===== config.mk =====
export PLATFORM = sky130hd
export DESIGN_NAME = mem_port_arbiter
export DESIGN_NICKNAME = d
export VERILOG_FILES = /design/src/rtl/mem_port_arbiter.sv
export SDC_FILE = /design/constraint.sdc
export NUM_CORES = 1
export LEC_CHECK = 0
export BUFFER_PORTS_ARGS = -buffer_cell sky130_fd_sc_hd__buf_2
export CORE_MARGIN = 1
export CORE_UTILIZATION = 48
export CTS_BUF_LIST = sky130_fd_sc_hd__clkbuf_8
export CTS_CLUSTER_SIZE = 10
export DETAILED_ROUTE_END_ITERATION = 8
export GPL_TIMING_DRIVEN = 0
export PLACE_DENSITY = 0.81
export SYNTH_ARGS = -nofsm -noshare
export SYNTH_HDL_FRONTEND = slang
export SYNTH_SLANG_ARGS = --single-unit

===== constraint.sdc =====
create_clock -name clk_i -period 5.3 [get_ports clk_i]
set_clock_uncertainty 0.05 [all_clocks]
set_input_delay 0.53 -clock clk_i [delete_from_list [all_inputs] [get_ports clk_i]]
set_output_delay 0.53 -clock clk_i [all_outputs]
set_load 0.05 [all_outputs]

===== src/rtl/mem_port_arbiter.sv =====
// mem_port_arbiter
// Arbitrates a fetch port and a load/store port onto one single-port memory bus.
// At most one bus transaction is outstanding. The memory stage wins simultaneous
// requests. On an ack, the other pending requester can be granted directly, so
// bus_req_o stays high across back-to-back transactions.
//
// Ports
//   clk_i, rst_i             clock, asynchronous active-high reset
//   start_i                  arbitration enable (no new grants while low)
//   if_req_i/if_addr_i       fetch request; if_rdata_o/if_valid_o completion
//   mem_req_i/mem_we_i/...   load/store request; mem_rdata_o/mem_valid_o completion
//   bus_*_o / bus_ack_i/...  registered memory request, one-cycle ack with read data
//   if_stall_o/mem_stall_o   stalls to the fetch / memory stage
//   if_stall_cnt_o/...       saturating stall counters (only with ARB_PERF_CNT_EN)
//
// Configuration macro: ARB_PERF_CNT_EN enables the stall counters and their ports.
module mem_port_arbiter #(
   parameter int unsigned ADDR_W = 32,
   parameter int unsigned DATA_W = 32,
   parameter int unsigned CNT_W  = 16
) (
   input  logic              clk_i,
   input  logic              rst_i,
   input  logic              start_i,
   input  logic              if_req_i,
   input  logic [ADDR_W-1:0] if_addr_i,
   output logic [DATA_W-1:0] if_rdata_o,
   output logic              if_valid_o,
   input  logic              mem_req_i,
   input  logic              mem_we_i,
   input  logic [ADDR_W-1:0] mem_addr_i,
   input  logic [DATA_W-1:0] mem_wdata_i,
   output logic [DATA_W-1:0] mem_rdata_o,
   output logic              mem_valid_o,
   output logic              bus_req_o,
   output logic              bus_we_o,
   output logic [ADDR_W-1:0] bus_addr_o,
   output logic [DATA_W-1:0] bus_wdata_o,
   input  logic              bus_ack_i,
   input  logic [DATA_W-1:0] bus_rdata_i,
`ifdef ARB_PERF_CNT_EN
   output logic [CNT_W-1:0]  if_stall_cnt_o,
   output logic [CNT_W-1:0]  mem_stall_cnt_o,
`endif
   output logic              if_stall_o,
   output logic              mem_stall_o
);

   localparam logic [1:0] StIdle    = 2'd0;
   localparam logic [1:0] StBusyIf  = 2'd1;
   localparam logic [1:0] StBusyMem = 2'd2;

   logic [1:0]        state_q, state_d;
   logic              bus_req_q, bus_req_d;
   logic              bus_we_q, bus_we_d;
   logic [ADDR_W-1:0] bus_addr_q, bus_addr_d;
   logic [DATA_W-1:0] bus_wdata_q, bus_wdata_d;
   logic              if_valid_q, if_valid_d;
   logic              mem_valid_q, mem_valid_d;
   logic [DATA_W-1:0] if_rdata_q, if_rdata_d;
   logic [DATA_W-1:0] mem_rdata_q, mem_rdata_d;

   logic if_pend, mem_pend;
   logic grant_if, grant_mem;

   // A requester still holds its req during its valid cycle; mask it so the
   // completed transaction is not granted a second time.
   assign if_pend  = if_req_i  & ~if_valid_q;
   assign mem_pend = mem_req_i & ~mem_valid_q;

   always_comb begin
      state_d     = state_q;
      bus_req_d   = bus_req_q;
      bus_we_d    = bus_we_q;
      bus_addr_d  = bus_addr_q;
      bus_wdata_d = bus_wdata_q;
      if_valid_d  = 1'b0;
      mem_valid_d = 1'b0;
      if_rdata_d  = if_rdata_q;
      mem_rdata_d = mem_rdata_q;
      grant_if    = 1'b0;
      grant_mem   = 1'b0;

      case (state_q)
         StIdle: begin
            if (start_i) begin
               if (mem_pend) begin
                  grant_mem = 1'b1;
               end else if (if_pend) begin
                  grant_if = 1'b1;
               end
            end
         end
         StBusyIf: begin
            if (bus_ack_i) begin
               if_valid_d = 1'b1;
               if_rdata_d = bus_rdata_i;
               if (start_i && mem_pend) begin
                  grant_mem = 1'b1;
               end else begin
                  state_d   = StIdle;
                  bus_req_d = 1'b0;
               end
            end
         end
         StBusyMem: begin
            if (bus_ack_i) begin
               mem_valid_d = 1'b1;
               // Stores leave the last load data visible.
               if (!bus_we_q) begin
                  mem_rdata_d = bus_rdata_i;
               end
               if (start_i && if_pend) begin
                  grant_if = 1'b1;
               end else begin
                  state_d   = StIdle;
                  bus_req_d = 1'b0;
               end
            end
         end
         default: begin
            state_d   = StIdle;
            bus_req_d = 1'b0;
         end
      endcase

      if (grant_mem) begin
         state_d     = StBusyMem;
         bus_req_d   = 1'b1;
         bus_we_d    = mem_we_i;
         bus_addr_d  = mem_addr_i;
         bus_wdata_d = mem_wdata_i;
      end else if (grant_if) begin
         state_d     = StBusyIf;
         bus_req_d   = 1'b1;
         bus_we_d    = 1'b0;
         bus_addr_d  = if_addr_i;
         bus_wdata_d = '0;
      end
   end

   always_ff @(posedge clk_i or posedge rst_i) begin
      if (rst_i) begin
         state_q     <= StIdle;
         bus_req_q   <= 1'b0;
         bus_we_q    <= 1'b0;
         bus_addr_q  <= '0;
         bus_wdata_q <= '0;
         if_valid_q  <= 1'b0;
         mem_valid_q <= 1'b0;
         if_rdata_q  <= '0;
         mem_rdata_q <= '0;
      end else begin
         state_q     <= state_d;
         bus_req_q   <= bus_req_d;
         bus_we_q    <= bus_we_d;
         bus_addr_q  <= bus_addr_d;
         bus_wdata_q <= bus_wdata_d;
         if_valid_q  <= if_valid_d;
         mem_valid_q <= mem_valid_d;
         if_rdata_q  <= if_rdata_d;
         mem_rdata_q <= mem_rdata_d;
      end
   end

   assign bus_req_o   = bus_req_q;
   assign bus_we_o    = bus_we_q;
   assign bus_addr_o  = bus_addr_q;
   assign bus_wdata_o = bus_wdata_q;
   assign if_valid_o  = if_valid_q;
   assign mem_valid_o = mem_valid_q;
   assign if_rdata_o  = if_rdata_q;
   assign mem_rdata_o = mem_rdata_q;

   assign if_stall_o  = if_req_i & ~if_valid_q;
   assign mem_stall_o = mem_req_i & ~mem_valid_q;

`ifdef ARB_PERF_CNT_EN
   logic [CNT_W-1:0] if_cnt_q, if_cnt_d;
   logic [CNT_W-1:0] mem_cnt_q, mem_cnt_d;

   // Saturating counters: stop at all-ones instead of wrapping.
   always_comb begin
      if_cnt_d  = if_cnt_q;
      mem_cnt_d = mem_cnt_q;
      if (if_stall_o && (if_cnt_q != '1)) begin
         if_cnt_d = if_cnt_q + 1'b1;
      end
      if (mem_stall_o && (mem_cnt_q != '1)) begin
         mem_cnt_d = mem_cnt_q + 1'b1;
      end
   end

   always_ff @(posedge clk_i or posedge rst_i) begin
      if (rst_i) begin
         if_cnt_q  <= '0;
         mem_cnt_q <= '0;
      end else begin
         if_cnt_q  <= if_cnt_d;
         mem_cnt_q <= mem_cnt_d;
      end
   end

   assign if_stall_cnt_o  = if_cnt_q;
   assign mem_stall_cnt_o = mem_cnt_q;
`endif

endmodule


==> flow_metrics.tcl <==
set metrics [dict create \
    multi_input_area_um2 2071 \
    async_flop_share_pct 100.0 \
    antenna_found_initial 0 \
    syn-cell-area_um2 5669 \
    yosys_warnings 0 \
    slew_headroom_pct 60.86 \
    fill_cells 955 \
    crit_end "mem_stall_o" \
    maxCapViolations 0 \
    syn_to_final_growth_pct 33.79 \
    cts_hold_buf 0 \
    grt-ovfl-total 0 \
    cts_htree_levels 4 \
    gp_congestion 0.8048 \
    core-area_um2 11470 \
    rsz0062_at_grt "no" \
    synth_top_family_by_area "simple AND/OR/NAND/NOR gates" \
    antenna_cells 0 \
    dominantRegCellSynth "dfrtp_1" \
    muxShareOfSynthArea_pct 6.356 \
    synth_area_leaders "dfrtp_1 (59%), nand2_1 (13%), a21oi_2 (9.0%), mux2_2 (6.0%), nand3_1 (3.1%)" \
    post-route-util_pct 66.14 \
    total_power_mw 5.110 \
    synthTopCellsByCount "nand2_1 (196), dfrtp_1 (134), a21oi_2 (58), nand3_1 (35), nor2_1 (34)" \
    r2r_end "bus_addr_o[21]" \
    r2r_slack_ns 3.59 \
    postCtsSetupBuffers 0 \
    rows 39 \
    grt_pass1_vias 4834 \
    synthSimpleGateAreaFrac_pct 19.95 \
    synth_edf_count 0 \
    report.final.hold_viol_count 0 \
    grt_first_pass_wirelength_um 23890 \
    drtIter0Drc 207 \
    seq_area_um2 3353 \
    cts_tree "yes" \
    power_density_nw_per_um2 673.7 \
    ys_ff_latch 134 \
    synth_compound_area_share_pct 10.22 \
    die_area_um2 12250 \
    setup_violations 0 \
    drv_slew 0 \
    postSynthAreaPerCell_um2 10.29 \
    num_vias 4919 \
    synthCells 551 \
    rr_startpoint "state_q[1]" \
    die_w_um 110.7 \
    crit_arrival_ns 1.39 \
    tightestPinTransition_ns 0.5871 \
    reg2reg_depth 6 \
    clk_path_buf_depth 2 \
    dieHeight_um 110.7 \
    grt_use_total_pct 24.92 \
    hpwl_um 11050 \
    drive_gt1_share_pct 48.36 \
    cts_buffers 17 \
    startpoint_type "flip-flop" \
    outcome "complete, no violations" \
    leakage_nw 4.147 \
    period_minus_slack_ns 1.971 \
    post_drt_wl_per_cell_um 14.73 \
    cts-root-buf "clkbuf_8" \
    wl_um 14660 \
    yosysMostFrequentCell "nand2_1" \
    grt_max_degree 70 \
    drc 0 \
    clock_sinks 134 \
    synth_seq_area_share_pct 59.15 \
    io_buffers 268 \
    cp_max_fo 4 \
    drt-vias-per-instance 4.944 \
    synth_fa_ha_area_share_pct 0 \
    end_kind "primary output" \
    hold_class "primary input to async pin" \
    yosysTopAreaCellShare_pct 59.15 \
    required_ns 4.72 \
    first_pass_iters 4 \
    fin_nets 974 \
    clkLatencyLatePin_ns 0.45 \
    critical_path_class "flip-flop to primary output" \
    ios 269 \
    irDropWorstVdd_uv 471.6 \
    synthXorXnorAreaFrac_pct 0 \
    start_util_pct 49.44 \
    timing.fmax_mhz 507.3 \
    synth_top_area_cell "dfrtp_1" \
    synth.distinct_cells 28 \
    clk_pin_slew_ns 0.07 \
    syn_nets 686 \
    cp-startpoint "mem_valid_o" \
    ant_nets 0 \
    layout_worst_path_cycle_share_pct 37.19 \
    cts_resized 0 \
]
## stage by stage
stage	hold WS (ns)	worst slack (ns)	instances	instance area, um2	TNS, ns
finish	0.1045	3.329	995	7585	0
global route	0.1428	3.281	995	7585	0
CTS	0.1063	3.301	995	7585	0
detailed placement	0.4071	3.365	963	7222	0
global placement	0.4030	-0.4229	962	7189	-55.76
floorplan	0.4502	1.137	551	5669	0
## metal layers
layer / up-vias / track usage [%] / part of all wire, % / wire length [um]
li1: 2368 / - / - / -
met1: 2324 / 29.67 / 41 / 5993
met2: 200 / 41.16 / 49 / 7174
met3: 27 / 8.529 / 7.8 / 1148
met4: 0 / 10.58 / 2.3 / 340
met5: - / 0 / 0 / 0
## critical path, cell delays in order, from the launching register on
cell and delay [ns]:
dfrtp_1 0.40, nor2b_1 0.23, buf_2 0.32
## sequential cells by signal, summed over array words and instances (netlist names)
name / count
bus_wdata_o: 32
mem_rdata_o: 32
if_rdata_o: 32
bus_we_o: 1
bus_req_o: 1
bus_addr_o: 32
if_valid_o: 1
state_q: 2
mem_valid_o: 1
## worst min path at each step
stage | depth (start not counted) | startpoint | end
floorplan | 1 | state_q[1] | state_q[0]
finish | 2 | rst_i | bus_wdata_o[3]
CTS | 2 | rst_i | mem_rdata_o[5]
detailed placement | 2 | if_rdata_o[9] | if_rdata_o[9]
global route | 2 | rst_i | bus_wdata_o[3]
global placement | 2 | if_rdata_o[27] | if_rdata_o[27]
## cells in the final DEF (no fill, tap or decap)
cell,n
buf_2,284
clkbuf_8,24
o22ai_1,1
o21ai_0,2
o21a_1,1
a21oi_1,7
buf_16,1
nor2b_1,2
or3b_1,1
nand2b_1,1
o21ai_1,1
nor2_1,34
mux2_2,30
mux2_1,2
and3_1,2
nor3_2,1
clkbuf_1,8
a21o_1,1
a21oi_2,58
dfrtp_1,134
buf_4,6
buf_6,2
nand3b_1,2
or2b_1,1
inv_1,7
clkinv_2,2
nand2_1,196
and4bb_1,1
buf_12,3
nor3b_1,1
nand3_1,35
inv_6,1
## area by class of cell
| cell class | instances | share of cell area [%] |
|---|---|---|
| plain buffers | 35 | 3.134 |
| clock buffers | 24 | 4.355 |
| clock inverters | 8 | 0.4289 |
| inverters | 2 | 0.1650 |
| multi-input cells | 380 | 27.30 |
| flip-flops and latches | 134 | 44.21 |
| well taps | 143 | 2.359 |
| repair buffers | 269 | 18.05 |
## power by group
part | total (mW) | internal [mW] | leakage, nW | switching (mW)
clock | 0.767 | 0.400 | 0.212 | 0.367
combinational | 2.69 | 0.623 | 2.30 | 2.06
sequential | 1.66 | 1.44 | 1.64 | 0.214
total | 5.11 | 2.46 | 4.15 | 2.65
## logic make-up (layout without fill, tap and decap cells)
group | Yosys count | after routing
AO/OA/AOI/OAI | 71 | 71
flip-flops | 134 | 134
buffers and inverters | 37 | 338
AND/OR/NAND/NOR | 277 | 277
multiplexers | 32 | 32
No activity file was read; power rests on OpenSTA's default activity.
